--- config.mk ---
export PLATFORM = sky130hd
export DESIGN_NAME = microseq_stack_flat
export DESIGN_NICKNAME = d
export VERILOG_FILES = /design/src/rtl/microseq_stack_if.sv /design/src/rtl/microseq_stack.sv /design/src/flat_wrapper.sv
export SDC_FILE = /design/constraint.sdc
export NUM_CORES = 1
export LEC_CHECK = 0
export CORE_MARGIN = 2
export CORE_UTILIZATION = 50
export DETAILED_ROUTE_END_ITERATION = 16
export PLACE_DENSITY = 0.76
export SYNTH_ARGS = -nofsm -noshare
export SYNTH_HDL_FRONTEND = slang
export SYNTH_SLANG_ARGS = --single-unit
export TNS_END_PERCENT = 1
--- constraint.sdc ---
create_clock -name CLK -period 2.9 [get_ports CLK]
set_clock_uncertainty 0.2 [all_clocks]
set_input_delay 0.435 -clock CLK [delete_from_list [all_inputs] [get_ports CLK]]
set_output_delay 0.435 -clock CLK [all_outputs]
set_load 0.05 [all_outputs]
--- src/rtl/microseq_stack_if.sv ---
// microseq_stack_if -- microword/condition bus between the microcode ROM side
// and the microprogram sequencer.
//   master: drives HOLD, OP, CSEL, CPOL, BR_ADDR, MAP_ADDR, COND;
//           observes CAR, STK_FULL, STK_EMPTY, CNT_ZERO, ERR.
//   slave : the sequencer (microseq_stack).
interface microseq_stack_if #(
  parameter int unsigned AW    = 11,
  parameter int unsigned NCOND = 16
) ();
  localparam int unsigned CW = (NCOND > 1) ? $clog2(NCOND) : 1;

  logic             HOLD;
  logic [2:0]       OP;
  logic [CW-1:0]    CSEL;
  logic             CPOL;
  logic [AW-1:0]    BR_ADDR;
  logic [AW-1:0]    MAP_ADDR;
  logic [NCOND-1:0] COND;
  logic [AW-1:0]    CAR;
  logic             STK_FULL;
  logic             STK_EMPTY;
  logic             CNT_ZERO;
  logic             ERR;

  modport master (
    output HOLD, OP, CSEL, CPOL, BR_ADDR, MAP_ADDR, COND,
    input  CAR, STK_FULL, STK_EMPTY, CNT_ZERO, ERR
  );

  modport slave (
    input  HOLD, OP, CSEL, CPOL, BR_ADDR, MAP_ADDR, COND,
    output CAR, STK_FULL, STK_EMPTY, CNT_ZERO, ERR
  );
endinterface

--- src/rtl/microseq_stack.sv ---
// microseq_stack -- microprogram sequencer producing the control address
// register (CAR) for the microcode ROM. Supports conditional jump, opcode
// mapping, subroutine call/return via a LIFO return-address stack, a loop
// counter, and restart.
//
// Ports:
//   CLK  - system clock, rising edge
//   RST  - asynchronous active-high reset
//   bus  - microseq_stack_if.slave: HOLD/OP/CSEL/CPOL/BR_ADDR/MAP_ADDR/COND in,
//          CAR/STK_FULL/STK_EMPTY/CNT_ZERO/ERR out
//
// Build option: define MSEQ_ERR_TRAP_EN to vector CAR to TRAP_ADDR on stack
// overflow/underflow instead of falling through to CAR+1.
module microseq_stack #(
  parameter int unsigned   AW          = 11,
  parameter int unsigned   STACK_DEPTH = 4,
  parameter int unsigned   NCOND       = 16,
  parameter int unsigned   CNT_W       = 8,
  parameter logic [AW-1:0] TRAP_ADDR   = 11'h7F0
) (
  input  logic               CLK,
  input  logic               RST,
  microseq_stack_if.slave    bus
);

  localparam int unsigned SPW = $clog2(STACK_DEPTH + 1);
  localparam int unsigned IW  = (STACK_DEPTH > 1) ? $clog2(STACK_DEPTH) : 1;

  typedef enum logic [2:0] {
    OP_CONT    = 3'b000,
    OP_JUMP    = 3'b001,
    OP_MAP     = 3'b010,
    OP_CALL    = 3'b011,
    OP_RET     = 3'b100,
    OP_LDCNT   = 3'b101,
    OP_LOOP    = 3'b110,
    OP_RESTART = 3'b111
  } op_e;

  logic [AW-1:0]    car_q, car_d;
  logic [SPW-1:0]   sp_q, sp_d;
  logic [CNT_W-1:0] cnt_q, cnt_d;
  logic             err_q, err_d;
  logic [AW-1:0]    stk_q [STACK_DEPTH];

  op_e              op;
  logic             cond_raw;
  logic             c;
  logic             full, empty;
  logic             push;
  logic [AW-1:0]    inc;
  logic [AW-1:0]    fault_car;
  logic [IW-1:0]    wr_idx, top_idx;

  assign op    = op_e'(bus.OP);
  assign inc   = car_q + 1'b1;
  assign full  = (sp_q == SPW'(STACK_DEPTH));
  assign empty = (sp_q == '0);

  // Push goes to slot SP, the top of stack lives at SP-1; both are only
  // used when in range (not full / not empty respectively).
  assign wr_idx  = IW'(sp_q);
  assign top_idx = IW'(sp_q - 1'b1);

`ifdef MSEQ_ERR_TRAP_EN
  assign fault_car = TRAP_ADDR;
`else
  assign fault_car = inc;
`endif

  // Out-of-range select reads as a constant 0 before polarity is applied.
  always_comb begin
    cond_raw = 1'b0;
    if (32'(bus.CSEL) < NCOND) cond_raw = bus.COND[bus.CSEL];
  end
  assign c = cond_raw ^ bus.CPOL;

  always_comb begin
    car_d = car_q;
    sp_d  = sp_q;
    cnt_d = cnt_q;
    err_d = err_q;
    push  = 1'b0;
    if (!bus.HOLD) begin
      case (op)
        OP_CONT: car_d = inc;
        OP_JUMP: car_d = c ? bus.BR_ADDR : inc;
        OP_MAP:  car_d = bus.MAP_ADDR;
        OP_CALL: begin
          if (!c) begin
            car_d = inc;
          end else if (full) begin
            car_d = fault_car;
            err_d = 1'b1;
          end else begin
            push  = 1'b1;
            sp_d  = sp_q + 1'b1;
            car_d = bus.BR_ADDR;
          end
        end
        OP_RET: begin
          if (!c) begin
            car_d = inc;
          end else if (empty) begin
            car_d = fault_car;
            err_d = 1'b1;
          end else begin
            sp_d  = sp_q - 1'b1;
            car_d = stk_q[top_idx];
          end
        end
        OP_LDCNT: begin
          cnt_d = bus.BR_ADDR[CNT_W-1:0];
          car_d = inc;
        end
        OP_LOOP: begin
          if (cnt_q != '0) begin
            cnt_d = cnt_q - 1'b1;
            car_d = bus.BR_ADDR;
          end else begin
            car_d = inc;
          end
        end
        OP_RESTART: begin
          car_d = '0;
          sp_d  = '0;
          cnt_d = '0;
        end
        default: ;
      endcase
    end
  end

  always_ff @(posedge CLK or posedge RST) begin
    if (RST) begin
      car_q <= '0;
      sp_q  <= '0;
      cnt_q <= '0;
      err_q <= 1'b0;
      for (int unsigned i = 0; i < STACK_DEPTH; i++) stk_q[i] <= '0;
    end else begin
      car_q <= car_d;
      sp_q  <= sp_d;
      cnt_q <= cnt_d;
      err_q <= err_d;
      if (push) stk_q[wr_idx] <= inc;
    end
  end

  assign bus.CAR       = car_q;
  assign bus.STK_FULL  = full;
  assign bus.STK_EMPTY = empty;
  assign bus.CNT_ZERO  = (cnt_q == '0);
  assign bus.ERR       = err_q;

endmodule

--- src/flat_wrapper.sv ---
// flat-port wrapper written by rule: the top's interface ports become plain ports
module microseq_stack_flat 
#(
  parameter int unsigned   AW          = 11,
  parameter int unsigned   STACK_DEPTH = 4,
  parameter int unsigned   NCOND       = 16,
  parameter int unsigned   CNT_W       = 8,
  parameter logic [AW-1:0] TRAP_ADDR   = 11'h7F0
)
  (CLK, RST, bus_HOLD, bus_OP, bus_CSEL, bus_CPOL, bus_BR_ADDR, bus_MAP_ADDR, bus_COND, bus_CAR, bus_STK_FULL, bus_STK_EMPTY, bus_CNT_ZERO, bus_ERR);
  microseq_stack_if #(.AW(AW), .NCOND(NCOND)) bus_i ();
  input  logic CLK;
  input  logic RST;
  input wire logic [$bits(bus_i.HOLD)-1:0] bus_HOLD;
  input wire logic [$bits(bus_i.OP)-1:0] bus_OP;
  input wire logic [$bits(bus_i.CSEL)-1:0] bus_CSEL;
  input wire logic [$bits(bus_i.CPOL)-1:0] bus_CPOL;
  input wire logic [$bits(bus_i.BR_ADDR)-1:0] bus_BR_ADDR;
  input wire logic [$bits(bus_i.MAP_ADDR)-1:0] bus_MAP_ADDR;
  input wire logic [$bits(bus_i.COND)-1:0] bus_COND;
  output wire logic [$bits(bus_i.CAR)-1:0] bus_CAR;
  output wire logic [$bits(bus_i.STK_FULL)-1:0] bus_STK_FULL;
  output wire logic [$bits(bus_i.STK_EMPTY)-1:0] bus_STK_EMPTY;
  output wire logic [$bits(bus_i.CNT_ZERO)-1:0] bus_CNT_ZERO;
  output wire logic [$bits(bus_i.ERR)-1:0] bus_ERR;
  assign bus_i.HOLD = bus_HOLD;
  assign bus_i.OP = bus_OP;
  assign bus_i.CSEL = bus_CSEL;
  assign bus_i.CPOL = bus_CPOL;
  assign bus_i.BR_ADDR = bus_BR_ADDR;
  assign bus_i.MAP_ADDR = bus_MAP_ADDR;
  assign bus_i.COND = bus_COND;
  assign bus_CAR = bus_i.CAR;
  assign bus_STK_FULL = bus_i.STK_FULL;
  assign bus_STK_EMPTY = bus_i.STK_EMPTY;
  assign bus_CNT_ZERO = bus_i.CNT_ZERO;
  assign bus_ERR = bus_i.ERR;
  microseq_stack #(.AW(AW), .STACK_DEPTH(STACK_DEPTH), .NCOND(NCOND), .CNT_W(CNT_W), .TRAP_ADDR(TRAP_ADDR)) u_core (.CLK(CLK), .RST(RST), .bus(bus_i));
endmodule
==> flow_summary.toml <==
[drt]
wl_met3_um = 890
first_iter_violations = 288
vias = 4125
routed.top_layer = "met4"
met2WireLength_um = 6490
routed_wl_um = 13500
routed_via_density = 6.25
wl_met1_um = 5780
route.detailed.drc = 0
dr.pass1.iters = 7
wl_per_cell_um = 20.4
ant_nets = 0

[flow_run]
drv_cap = 0

[power_and_ir_drop]
peakVddDrop_v = 0.000550
netSwitchingFraction_pct = 38.6
power.leakage_uw = 0.00277
p_per_area_nw_per_um2 = 707
pwr-share-seq_pct = 33.8
switchingPower_uw = 1650
combPwrFrac_pct = 45.0
p_int_uw = 2620
clockPowerShare_pct = 21.2

[place]
gp_congestion = 0.914
post-place-ws_ps = -665
io_buffers = 63
dp_hpwl_um = 9530
dpl_cell_area_um2 = 5500

[critical_path]
regToRegStartpoint = "u_core.sp_q[1]"
arrival_ps = 2960
ff2ff_path_depth = 9
crit_chain = "dlygate4sd2_1 -> mux2_4 -> mux4_2 -> mux2i_4 -> a211oi_4 -> buf_4 -> and3_4 -> buf_12 -> buf_8 -> mux2_4"
crit_path_frequent_cell = "mux2_4"
cp-end-kind = "flip-flop"
cp-start-kind = "primary input"
critPathKind = "primary input to flip-flop"
ff2ff_setup_slack_ps = 340
worst_ep_required_time_ps = 2940
cp_slowest_cell = "mux4_2"
cp_max_fo = 5
rr_endpoint = "u_core.sp_q[0]"
cpPeakStageDelay_ps = 530

[finish]
utilization_pct = 69.5
final_net_count = 604
n_antenna_cell = 0
syn_to_final_growth_pct = 35.2
area.sequential_um2 = 1680
multiInputGateArea_um2 = 2690
final_area_um2 = 6030
fillerInstances = 646
drive_gt1_share_pct = 25.9

[global_routing]
grt_overflow = 0
antenna_found_initial = 0
grt_pass1_vias = 4054
grt_use_total_pct = 27.6
grt_first_pass_wirelength_um = 21300
grt_max_degree = 46

[die]
fp.dieW_um = 98.5
start_util_pct = 51.4
dieArea_um2 = 9700
rows = 34
core-area_um2 = 8680
boundaryPins = 64
die_y_um = 98.5

[logic_synthesis]
postSynthAreaPerCell_um2 = 9.96
synth_seq_cells = 67
synth_cell_types = 55
syn_area_um2 = 4460
async_flop_share_pct = 100
ys.flop_type = "dfrtp_1"
ys_seq_area_share_pct = 37.6
yosys_warnings = 0
syn-num-nets = 505
synth_edf_count = 0
synth_cells = 448

[sta]
fin_ws_ps = -19.7
report.final.slew_viol_count = 0
worstMarginPinSlew_ps = 620
min_period_ps = 2920
slew_headroom_pct = 58.4
setup_viol = 8
fin_crit_sh_pct = 101
max_freq_ghz = 0.343
hold_ws_ps = 234
hold_viol = 0
setup-tns-final_ps = -45.5

[clock_network]
clock-sinks = 67
numCtsBuffers = 9
path_clk_slew_ps = 80
ctsHtreeMaxLevel = 3
postCtsHoldBufs = 0
clk_latency_ps = 350
clock_path_buffers = 2
cts_tree = "built"
clockRootBuffer = "clkbuf_8"

[hold_path]
holdCritPathClass = "primary input to async pin"

[outcome]
violations = "setup timing"
outcome = "finished with violations"
==> worst max-delay path by stage <==
stage | slack, ps | depth (start not counted) | startpoint | to
2_1_floorplan | -70 | 7 | bus_CSEL[1] | u_core.stk_q[12]
3_3_place_gp | -580 | 9 | bus_CSEL[1] | u_core.stk_q[26]
3_5_place_dp | -670 | 9 | bus_CSEL[1] | u_core.stk_q[25]
4_1_cts | 2 | 9 | bus_COND[14] | u_core.stk_q[20]
5_1_grt | -40 | 10 | bus_COND[13] | u_core.stk_q[27]
6_report | -20 | 10 | bus_COND[13] | u_core.stk_q[27]
==> repair_timing <==
item,in CTS,in global routing
cloned,1,0
endpoints found under the setup margin,58,40
gates resized for setup,20,40
pin swaps,4,5
setup buffers,6,10
==> cell usage in the layout, fill, tap and decap left out, drive strengths merged, types with 6 or more instances in the layout <==
| master | synthesis | final |
|---|---|---|
| nor2 | 23 | 23 |
| o211ai | 15 | 15 |
| dlymetal6s2s | 0 | 14 |
| o21ai | 20 | 20 |
| ha | 8 | 8 |
| mux2 | 49 | 49 |
| a211oi | 6 | 6 |
| clkdlybuf4s50 | 0 | 42 |
| buf | 13 | 64 |
| mux4 | 13 | 13 |
| inv | 18 | 22 |
| nor3 | 7 | 7 |
| xnor2 | 9 | 9 |
| dfrtp | 67 | 67 |
| clkbuf | 22 | 9 |
| a221oi | 7 | 7 |
| nand3 | 14 | 14 |
| a21o | 10 | 10 |
| a21oi | 35 | 35 |
| a31oi | 7 | 7 |
| nand2 | 33 | 33 |
| mux2i | 9 | 9 |
==> logic make-up after synthesis <==
logic type	after synthesis	share of synthesized area, %
buffers and inverters	55	5.52
AO/OA/AOI/OAI	130	20.0
XOR/XNOR	14	2.75
flip-flops	67	37.6
adder cells (fa/ha/maj)	8	2.24
multiplexers	71	20.9
AND/OR/NAND/NOR	103	11.0
==> sequential cells by signal, summed over array words and instances, names as in the netlist <==
register,flops
u_core.stk_q,44
u_core.bus.ERR,1
u_core.bus.CAR,11
u_core.sp_q,3
u_core.cnt_q,8
==> power groups by stage <==
stage / Combinational (uW) / Sequential, uW / Clock, uW
after floorplan: 1140 / 1490 / 0
after global placement: 1780 / 1420 / 0
after detailed placement: 1820 / 1440 / 0
after CTS: 1860 / 1430 / 917
after global routing: 2060 / 1470 / 957
final: 1920 / 1440 / 903
==> critical path, delay by kind of cell <==
| kind | cells | cell delay [ps] |
|---|---|---|
| mux | 4 | 1340 |
| buf+inv | 4 | 660 |
| compound gates | 1 | 350 |
| simple gates | 1 | 180 |
==> Yosys cell counts, types with 8 or more instances <==
master	count	area share [%]
nand3_1	14	1.6
a21o_1	10	1.7
nor2_1	23	1.9
ha_1	8	2.2
mux2i_1	9	2.0
mux4_2	13	6.6
dfrtp_1	67	38
a21oi_1	35	3.9
clkbuf_1	22	1.9
inv_1	18	1.5
xnor2_1	9	1.8
o21ai_0	20	2.2
mux2_2	26	6.6
mux2_1	23	5.8
nand2_1	33	2.8
o211ai_1	15	2.5
==> area by class of cell <==
type,count,share of cell area (%)
sequential,67,27.8
multi-input combinational,326,44.6
timing repair buffer,123,20.4
clock inverter,7,1.74
inverter,20,1.24
clock buffer,9,2.05
tap,108,2.24
==> metal layers <==
| metal | global-route usage, % | vias up |
|---|---|---|
| li1 | - | 1872 |
| met1 | 38.5 | 2046 |
| met2 | 44.2 | 170 |
| met3 | 4.33 | 37 |
| met4 | 10.2 | 0 |
| met5 | 0 | - |
==> per-stage QoR <==
stage / power (uW) / cells
detailed placement: 3260 / 628
global route: 4480 / 660
floorplan: 2630 / 448
CTS: 4210 / 651
global placement: 3190 / 628
finish: 4260 / 660
(Power assumes the default switching activity.)
